--- config.mk ---
export PLATFORM = sky130hd
export DESIGN_NAME = conv_stream_packer
export DESIGN_NICKNAME = d
export VERILOG_FILES = /design/src/rtl/conv_pkg.sv /design/src/rtl/sync_fifo_fwft.sv /design/src/rtl/conv_stream_packer.sv
export SDC_FILE = /design/constraint.sdc
export NUM_CORES = 1
export LEC_CHECK = 0
export CAP_MARGIN = 10
export CORE_MARGIN = 2
export CORE_UTILIZATION = 50
export CTS_CLUSTER_DIAMETER = 80
export DETAILED_ROUTE_END_ITERATION = 12
export DONT_BUFFER_PORTS = 1
export GPL_TIMING_DRIVEN = 1
export PLACE_DENSITY_LB_ADDON = 0.1
export SYNTH_ARGS = -nofsm -noshare
export SYNTH_HDL_FRONTEND = slang
export SYNTH_SLANG_ARGS = --single-unit
--- constraint.sdc ---
create_clock -name clk -period 7.41 [get_ports clk]
set_input_delay 1.8525 -clock clk [delete_from_list [all_inputs] [get_ports clk]]
set_output_delay 1.8525 -clock clk [all_outputs]
set_load 0.05 [all_outputs]
--- src/rtl/conv_pkg.sv ---
// Shared constants and helpers for the 3x3 convolution datapath and its
// stream-side consumers.
package conv_pkg;

  localparam int DATA_W = 32;   // {pad[7:0], R, G, B}
  localparam int M      = 480;  // input frame rows
  localparam int N      = 640;  // input frame columns
  localparam int K      = 3;    // kernel size
  localparam int CNT_W  = 20;   // wide enough to index every output pixel

  // Number of valid convolution outputs in one frame.
  function automatic int pix_total(input int rows, input int cols, input int ksz);
    return (rows - ksz + 1) * (cols - ksz + 1);
  endfunction

  localparam int PIX_TOTAL = pix_total(M, N, K);

  // Ceiling log2, usable in constant expressions.
  function automatic int clog2(input int value);
    int r;
    r = 0;
    while ((1 << r) < value) r++;
    return r;
  endfunction

endpackage

--- src/rtl/sync_fifo_fwft.sv ---
// Synchronous first-word-fall-through FIFO. The head entry is visible on
// rdata whenever the FIFO is not empty; rdata reads 0 when empty.
module sync_fifo_fwft
  import conv_pkg::clog2;
#(
  parameter int WIDTH = 33,
  parameter int DEPTH = 16
) (
  input  logic                  clk,
  input  logic                  reset_n,
  input  logic                  push,
  input  logic                  pop,
  input  logic [WIDTH-1:0]      wdata,
  output logic [WIDTH-1:0]      rdata,
  output logic                  full,
  output logic                  empty,
  output logic [clog2(DEPTH):0] level
);

  localparam int ADDR_W = clog2(DEPTH);

  logic [WIDTH-1:0]  mem [DEPTH];
  logic [ADDR_W:0]   wr_ptr;
  logic [ADDR_W:0]   rd_ptr;

  // Pointers carry a wrap bit: equal pointers mean empty, equal addresses
  // with opposite wrap bits mean full.
  assign empty = (wr_ptr == rd_ptr);
  assign full  = (wr_ptr[ADDR_W] != rd_ptr[ADDR_W]) &&
                 (wr_ptr[ADDR_W-1:0] == rd_ptr[ADDR_W-1:0]);

  assign rdata = empty ? '0 : mem[rd_ptr[ADDR_W-1:0]];

  // Storage write.
  // NOTE: the storage array has no reset; its contents are never observed
  // until written, because rdata is forced to 0 while empty. Resetting it
  // would only add a reset fan-out to every bit.
  always_ff @(posedge clk) begin
    if (push) mem[wr_ptr[ADDR_W-1:0]] <= wdata;
  end

  // Pointer and occupancy update; a simultaneous push and pop leaves level unchanged.
  // NOTE: non-blocking assignments here so every register samples the
  // pre-edge values of its neighbours, independent of statement order.
  always_ff @(posedge clk or negedge reset_n) begin
    if (!reset_n) begin
      wr_ptr <= '0;
      rd_ptr <= '0;
      level  <= '0;
    end else begin
      if (push) wr_ptr <= wr_ptr + (ADDR_W+1)'(1);
      if (pop)  rd_ptr <= rd_ptr + (ADDR_W+1)'(1);
      case ({push, pop})
        2'b10:   level <= level + (ADDR_W+1)'(1);
        2'b01:   level <= level - (ADDR_W+1)'(1);
        default: level <= level;
      endcase
    end
  end

endmodule

--- src/rtl/conv_stream_packer.sv ---
// Turns the convolution core's free-running pixel stream into an AXI4-Stream
// master: buffers pixels, tags the last pixel of each frame for tlast, and
// reports frame completion and dropped pixels.
module conv_stream_packer
  import conv_pkg::clog2;
  import conv_pkg::pix_total;
#(
  parameter int DATA_W = conv_pkg::DATA_W,
  parameter int M      = conv_pkg::M,
  parameter int N      = conv_pkg::N,
  parameter int K      = conv_pkg::K,
  parameter int CNT_W  = conv_pkg::CNT_W,
  parameter int DEPTH  = 16
) (
  input  logic                  clk,
  input  logic                  reset_n,
  input  logic                  Start,
  input  logic [DATA_W-1:0]     in_data,
  input  logic                  in_valid,
  output logic [DATA_W-1:0]     m_axis_tdata,
  output logic                  m_axis_tvalid,
  input  logic                  m_axis_tready,
  output logic                  m_axis_tlast,
  output logic                  overflow,
  output logic                  frame_done,
  output logic [clog2(DEPTH):0] level
);

  localparam int               PIX_TOTAL = pix_total(M, N, K);
  localparam logic [CNT_W-1:0] LAST_IDX  = CNT_W'(PIX_TOTAL - 1);

  typedef struct packed {
    logic              last;
    logic [DATA_W-1:0] data;
  } entry_t;

  logic             pix_seen;
  logic             last_tag;
  logic             push;
  logic             pop;
  logic             full;
  logic             empty;
  logic [CNT_W-1:0] pix_cnt;
  entry_t           wr_entry;
  entry_t           head;

  // A pixel is counted whenever it arrives in an enabled frame, even if the
  // FIFO cannot take it, so tlast stays aligned to the frame after a drop.
  assign pix_seen = Start && in_valid;
  assign last_tag = (pix_cnt == LAST_IDX);

  assign pop  = m_axis_tvalid && m_axis_tready;
  assign push = pix_seen && (!full || pop);

  assign wr_entry = '{last: last_tag, data: in_data};

  assign m_axis_tvalid = !empty;
  assign m_axis_tdata  = head.data;
  assign m_axis_tlast  = head.last;

  sync_fifo_fwft #(
    .WIDTH (DATA_W + 1),
    .DEPTH (DEPTH)
  ) u_fifo (
    .clk     (clk),
    .reset_n (reset_n),
    .push    (push),
    .pop     (pop),
    .wdata   (wr_entry),
    .rdata   (head),
    .full    (full),
    .empty   (empty),
    .level   (level)
  );

  // Frame pixel counter: wraps on the last pixel, cleared while Start is low.
  always_ff @(posedge clk or negedge reset_n) begin
    if (!reset_n) begin
      pix_cnt <= '0;
    end else if (!Start) begin
      pix_cnt <= '0;
    end else if (in_valid) begin
      pix_cnt <= last_tag ? '0 : pix_cnt + CNT_W'(1);
    end
  end

  // Sticky drop flag: set when an enabled pixel finds the FIFO full with no pop.
  always_ff @(posedge clk or negedge reset_n) begin
    if (!reset_n) begin
      overflow <= 1'b0;
    end else if (!Start) begin
      overflow <= 1'b0;
    end else if (pix_seen && !push) begin
      overflow <= 1'b1;
    end
  end

  // One-cycle pulse after the tlast beat is accepted downstream.
  always_ff @(posedge clk or negedge reset_n) begin
    if (!reset_n) begin
      frame_done <= 1'b0;
    end else begin
      frame_done <= pop && head.last;
    end
  end

endmodule

==> flow_metrics.py, run 1 <==
metrics = {
    "timing": {
        "fmax_mhz": 174,
        "post-route-min-period_ns": 5.74,
        "post-route-period-util_pct": 77.5,
        "drv_slew": 0,
        "worst_slack_ns": 1.67,
        "tns_ns": 0,
        "worst_slew_pin_slew_ns": 1.12,
        "clock_skew_ns": 0.0136,
        "relSlewSlack_pct": 24.9,
        "final-hold-violation-count": 0,
        "rsz0062_at_grt": "false",
        "finalSetupViolCount": 0,
    },
    "critical_path": {
        "rr_worst_depth": 6,
        "worstPathArrival_ns": 3.89,
        "reg2reg_from": "u_fifo.rd_ptr[1]",
        "timing.critical_path.to": "m_axis_tlast",
        "required_ns": 5.56,
        "cp_cell_sequence": "xor2_1 -> nor4_4 -> and2_2 -> buf_4 -> nor2_1",
        "cp_max_fo": 54,
        "cp-start-kind": "register",
        "end_kind": "output port",
        "r2r_slack_ns": 3.43,
        "cp_slowest_cell": "and2_2",
        "rr_endpoint": "u_fifo.mem[3][6]",
        "path_class": "register to output port",
        "max_stage_delay_ns": 0.92,
        "worstSetupStartpoint": "u_fifo.rd_ptr[1]",
    },
    "routing": {
        "drt_iter0_drc": 888,
        "final_antenna_net_count": 0,
        "detail_route.first_pass.iterations": 5,
        "vias": 10500,
        "drc": 0,
        "avgRoutedWirePerCell_um": 26.7,
        "viasPerCell": 6.00,
        "wl_um": 46600,
    },
    "floorplan": {
        "ioPinCount": 78,
        "die_height_um": 215,
        "die-area_um2": 46400,
        "die_w_um": 215,
        "rows": 77,
        "start_util_pct": 50.6,
        "coreArea_um2": 44100,
    },
    "global_route": {
        "grt_antenna_before_repair": 0,
        "grt-ovfl-total": 0,
        "grt_pass1_vias": 11000,
        "gr-usage-all-layers_pct": 20.6,
        "grt_max_degree": 109,
        "grt_pass1_wl_um": 70800,
    },
    "placement": {
        "portBuffers": 0,
        "gp_congestion": 0.765,
        "dp_hpwl_um": 24600,
        "place_ws_ns": 2.15,
    },
    "yosys": {
        "yosysSeqAreaShare_pct": 75.1,
        "syn_area_um2": 22300,
        "post_synth.cell_area_avg_um2": 20.6,
        "synth_ff_type": "edfxtp_1",
        "syn-num-nets": 1133,
        "synth-edff-count": 528,
        "ys_seq_elements": 565,
        "synth_warnings": 0,
        "synthArstFlopShare_pct": 6.55,
        "syn_inst": 1086,
        "yosys.cell_types.count": 52,
    },
    "final_layout": {
        "seq_area_um2": 16800,
        "fillers": 3357,
        "layout-area-overhead-vs-synth_pct": 12.2,
        "drive_above_1_share_pct": 25.8,
        "antenna_cells": 0,
        "nNetsFinal": 1155,
        "multiInputGateArea_um2": 5520,
    },
    "clock_network": {
        "worstSkewPairLatency_ns": 0.60,
        "cts_tree": "done",
        "clockRootBuffer": "clkbuf_16",
        "cts_setup_buffers": 0,
        "numCtsBuffers": 57,
        "h-tree-depth": 2,
        "clkTransAtPathRegs_ns": 0.06,
        "cts_resized": 0,
        "cts_hold_buffers": 0,
        "numClockSinks": 565,
        "clockBufferDepth": 3,
    },
    "power_and_ir_drop": {
        "power_per_cell_area_nw_per_um2": 391,
        "p_leak_nw": 7.95,
        "vdd_ir_drop_max_mv": 0.304,
    },
    "outcome": {
        "status": "finished clean",
    },
    "job": {
        "drv_cap": 0,
    },
    "worst_hold_path": {
        "holdCritPathClass": "register to register",
        "holdPathStages": 1,
    },
}
[layout make-up]
cell class	instances	area share [%]
Inverter	7	0.105
Clock inverter	36	1.21
Tap cell	592	2.95
Clock buffer	70	5.92
Sequential cell	565	67.0
Multi-Input combinational cell	452	22.0
Timing Repair Buffer	25	0.798
[synth_stat cells (all sizes together) (4+ instances only)]
cell,instances,area share [%]
buf,35,0.82
a21oi,14,0.33
mux2,5,0.30
or3,4,0.11
nor2b,36,1.0
nand4,6,0.17
nor4,4,0.21
a211oi,64,2.2
nand2,29,0.49
xor2,7,0.27
and3,6,0.17
mux4,132,13
mux2i,35,1.6
nand3,13,0.29
ha,9,0.50
nor2,19,0.32
nor3,8,0.18
inv,7,0.12
dfrtp,37,4.1
a31oi,11,0.38
o21ai,6,0.13
xnor2,10,0.39
edfxtp,528,71
nand2b,5,0.14
clkbuf,27,0.46
[power breakdown]
group / total, mW / switching (mW) / internal [mW] / leakage [nW]
Clock: 2.75 / 1.15 / 1.59 / 0.874
Sequential: 3.98 / 0.293 / 3.69 / 5.24
Combinational: 3.07 / 1.94 / 1.13 / 1.83
[worst max-delay path, delay by kind of cell (launching register included)]
kind	cells	cell delay [ns]
XOR/XNOR	1	0.21
flip-flops	1	0.89
buffers and inverters	1	0.45
AND/OR/NAND/NOR	3	1.69
[cell usage in the layout (no fill, tap or decap), types with 12 or more instances in the layout]
master | Yosys | layout
nand3_1 | 13 | 13
nor2b_1 | 36 | 36
nand2_1 | 29 | 29
a21oi_1 | 13 | 13
buf_4 | 2 | 24
clkbuf_1 | 26 | 12
clkinv_1 | 0 | 19
mux2i_1 | 35 | 35
a211oi_2 | 0 | 32
a211oi_1 | 64 | 32
edfxtp_1 | 528 | 528
dfrtp_1 | 37 | 33
clkbuf_16 | 0 | 57
mux4_2 | 132 | 132
[kinds of logic (layout without fill, tap and decap cells)]
| family | Yosys count | count (layout) | synth area share (%) |
|---|---|---|---|
| flops | 565 | 565 | 75.1 |
| simple gates | 144 | 144 | 3.58 |
| mux | 172 | 172 | 15.2 |
| compound gates | 109 | 109 | 3.49 |
| fa+ha+maj | 10 | 10 | 0.594 |
| xor+xnor | 17 | 17 | 0.666 |
| buf+inv | 69 | 138 | 1.39 |
[sequential cells by signal (all words and copies together), names as in the netlist]
register	count
overflow	1
pix_cnt	20
frame_done	1
u_fifo.rd_ptr	5
u_fifo.level	5
u_fifo.mem	528
u_fifo.wr_ptr	5
[metal layers]
layer  part of all wire [%]  global-route usage [%]  vias up
li1                       -                       -     4564
met1                     44                    28.9     5598
met2                     49                    33.5      253
met3                    5.0                    3.81       63
met4                    1.9                    5.45        0
met5                      0                       0        -
[how the worst min path moves through the flow]
stage / slack [ns] / from / to
2_1_floorplan: 0.46 / u_fifo.rd_ptr[4] / u_fifo.rd_ptr[4]
3_3_place_gp: 0.48 / u_fifo.rd_ptr[4] / u_fifo.rd_ptr[4]
3_5_place_dp: 0.48 / u_fifo.rd_ptr[4] / u_fifo.rd_ptr[4]
4_1_cts: 0.49 / u_fifo.rd_ptr[4] / u_fifo.rd_ptr[4]
5_1_grt: 0.50 / u_fifo.rd_ptr[4] / u_fifo.rd_ptr[4]
6_report: 0.49 / u_fifo.rd_ptr[4] / u_fifo.rd_ptr[4]
[through the flow]
stage	instance area [um^2]	power, mW	hold slack [ns]	utilization (%)	cells
after floorplan	22300	6.44	0.462	-	1086
after global placement	23300	7.16	0.476	52.8	1641
after detailed placement	23300	7.18	0.480	52.8	1641
after CTS	25100	9.93	0.494	56.8	1747
after global routing	25100	10.2	0.504	56.8	1747
final	25100	9.80	0.492	56.8	1747
No activity file was read; power rests on OpenSTA's default activity.
==> run 2: changes to the inputs <==
==> constraint.sdc (replaced) <==
create_clock -name clk -period 5.7 [get_ports clk]
set_input_delay 1.425 -clock clk [delete_from_list [all_inputs] [get_ports clk]]
set_output_delay 1.425 -clock clk [all_outputs]
set_load 0.05 [all_outputs]
==> run 2 against run 1 <==
Clock power is 27% higher; register-to-register slack lost 1.2 ns; setup slack got worse by 0.96 ns; sequential share of layout area down 0.49 points; design area up 0.74%; die area unchanged; flip-flop and latch count unchanged; combinational power is 40% higher.
==> flow_metrics.py, run 2 (synthesis gave the netlist of run 1 again) <==
metrics = {
    "global_route": {
        "grt_antenna_before_repair": 0,
        "grt_pass1_wl_um": 70700,
        "grt_max_degree": 135,
        "grt_pass1_vias": 11000,
        "grt-ovfl-total": 0,
        "gr-usage-all-layers_pct": 20.6,
    },
    "routing": {
        "final_antenna_net_count": 0,
        "wl_um": 46300,
        "viasPerCell": 5.95,
        "drt_iter0_drc": 769,
        "drc": 0,
        "detail_route.first_pass.iterations": 5,
        "vias": 10600,
        "avgRoutedWirePerCell_um": 26.1,
    },
    "placement": {
        "dp_hpwl_um": 24900,
        "portBuffers": 0,
        "gp_congestion": 0.786,
    },
    "timing": {
        "tns_ns": 0,
        "worst_slew_pin_slew_ns": 1.04,
        "clock_skew_ns": 0.0206,
        "finalSetupViolCount": 0,
        "drv_slew": 0,
        "fin_hold_ws_ns": 0.489,
        "fmax_mhz": 200,
        "relSlewSlack_pct": 30.4,
        "post-route-period-util_pct": 87.5,
        "final-hold-violation-count": 0,
        "post-route-min-period_ns": 4.99,
        "rsz0062_at_grt": "false",
    },
    "final_layout": {
        "layout-area-overhead-vs-synth_pct": 13.0,
        "nNetsFinal": 1181,
        "fillers": 3328,
        "antenna_cells": 0,
        "mostFrequentLayoutCell": "edfxtp_1",
        "largest_reg_flops": 528,
        "mostFrequentLayoutCells": "edfxtp_1, mux4_2, clkbuf_16",
        "drive_above_1_share_pct": 27.6,
    },
    "clock_network": {
        "cts_setup_buffers": 0,
        "clockRootBuffer": "clkbuf_16",
        "cts_hold_buffers": 0,
        "clkTransAtPathRegs_ns": 0.07,
        "numCtsBuffers": 57,
        "h-tree-depth": 2,
        "cts_tree": "done",
        "worstSkewPairLatency_ns": 0.60,
        "clockBufferDepth": 3,
        "numClockSinks": 565,
        "cts_resized": 0,
    },
    "floorplan": {
        "rows": 77,
        "ioPinCount": 78,
        "coreArea_um2": 44100,
        "start_util_pct": 50.6,
        "die_height_um": 215,
        "die_w_um": 215,
        "die-area_um2": 46400,
    },
    "critical_path": {
        "worstPathArrival_ns": 3.56,
        "end_kind": "output port",
        "path_class": "register to output port",
        "required_ns": 4.28,
        "cp_max_fo": 36,
        "cp-start-kind": "register",
    },
    "power_and_ir_drop": {
        "p_leak_nw": 8.07,
        "total_power_mw": 12.9,
        "vdd_ir_drop_max_mv": 0.403,
        "power_per_cell_area_nw_per_um2": 510,
    },
    "worst_hold_path": {
        "holdCritPathClass": "register to register",
    },
    "job": {
        "drv_cap": 0,
    },
    "outcome": {
        "status": "finished clean",
    },
}
## run 2: layout make-up
class	count	area, um^2	area share [%]
Clock buffer	72	1480	5.87
Clock inverter	34	245	0.971
Inverter	7	26.3	0.104
Multi-Input combinational cell	452	5520	21.9
Sequential cell	565	16800	66.5
Tap cell	592	741	2.93
Timing Repair Buffer	51	445	1.76
## run 2: report_power, final
group	internal [mW]	total [mW]	switching [mW]
combinational	1.67	4.31	2.64
clock	1.97	3.48	1.51
sequential	4.80	5.09	0.298
## run 2: metrics by stage
stage / setup slack, ns / utilization [%] / area, um^2 / cells
3_3_place_gp: 1.32 / 53.3 / 23500 / 1667
6_report: 0.712 / 57.2 / 25300 / 1773
2_1_floorplan: 0.982 / - / 22300 / 1086
3_5_place_dp: 1.28 / 53.3 / 23500 / 1667
4_1_cts: 0.626 / 57.2 / 25300 / 1773
5_1_grt: 0.534 / 57.2 / 25300 / 1773
## run 2: layer usage
metal / vias up / share of wire, % / track usage (%)
li1: 4619 / - / -
met1: 5675 / 43 / 28.7
met2: 206 / 50 / 34.0
met3: 55 / 4.6 / 3.97
met4: 0 / 1.6 / 4.74
met5: - / 0 / 0
## run 2: critical path, stage by stage (launching register included)
cell and delay [ns]:
dfrtp_4 0.83, xor2_1 0.20, nor4_4 0.39, and2_2 0.90, buf_4 0.34, a211oi_2 0.05
buf_4 0.22
## run 2: worst paths after layout
check / start / to / slack [ns] / cells past startpoint
setup / recovery: u_fifo.rd_ptr[3] / m_axis_tdata[5] / 0.71 / 6
hold / removal: u_fifo.rd_ptr[4] / u_fifo.rd_ptr[4] / 0.49 / 1
hold reg to reg: u_fifo.rd_ptr[4] / u_fifo.rd_ptr[4] / 0.49 / 1
setup reg to reg: u_fifo.rd_ptr[3] / u_fifo.mem[13][16] / 2.27 / 6
max in group asynchronous: reset_n / u_fifo.rd_ptr[0] / 5.09 / 0
min in group asynchronous: reset_n / pix_cnt[16] / 0.52 / 0
==> run 3: changes to the inputs <==
--- a/config.mk
+++ b/config.mk
@@ -12,6 +12,7 @@
 export DETAILED_ROUTE_END_ITERATION = 12
 export DONT_BUFFER_PORTS = 1
 export GPL_TIMING_DRIVEN = 1
+export HOLD_SLACK_MARGIN = 0.1
 export PLACE_DENSITY_LB_ADDON = 0.1
 export SYNTH_ARGS = -nofsm -noshare
 export SYNTH_HDL_FRONTEND = slang
==> results of run 3 <==
Final layout, timing and power as in run 2 (identical DEF).
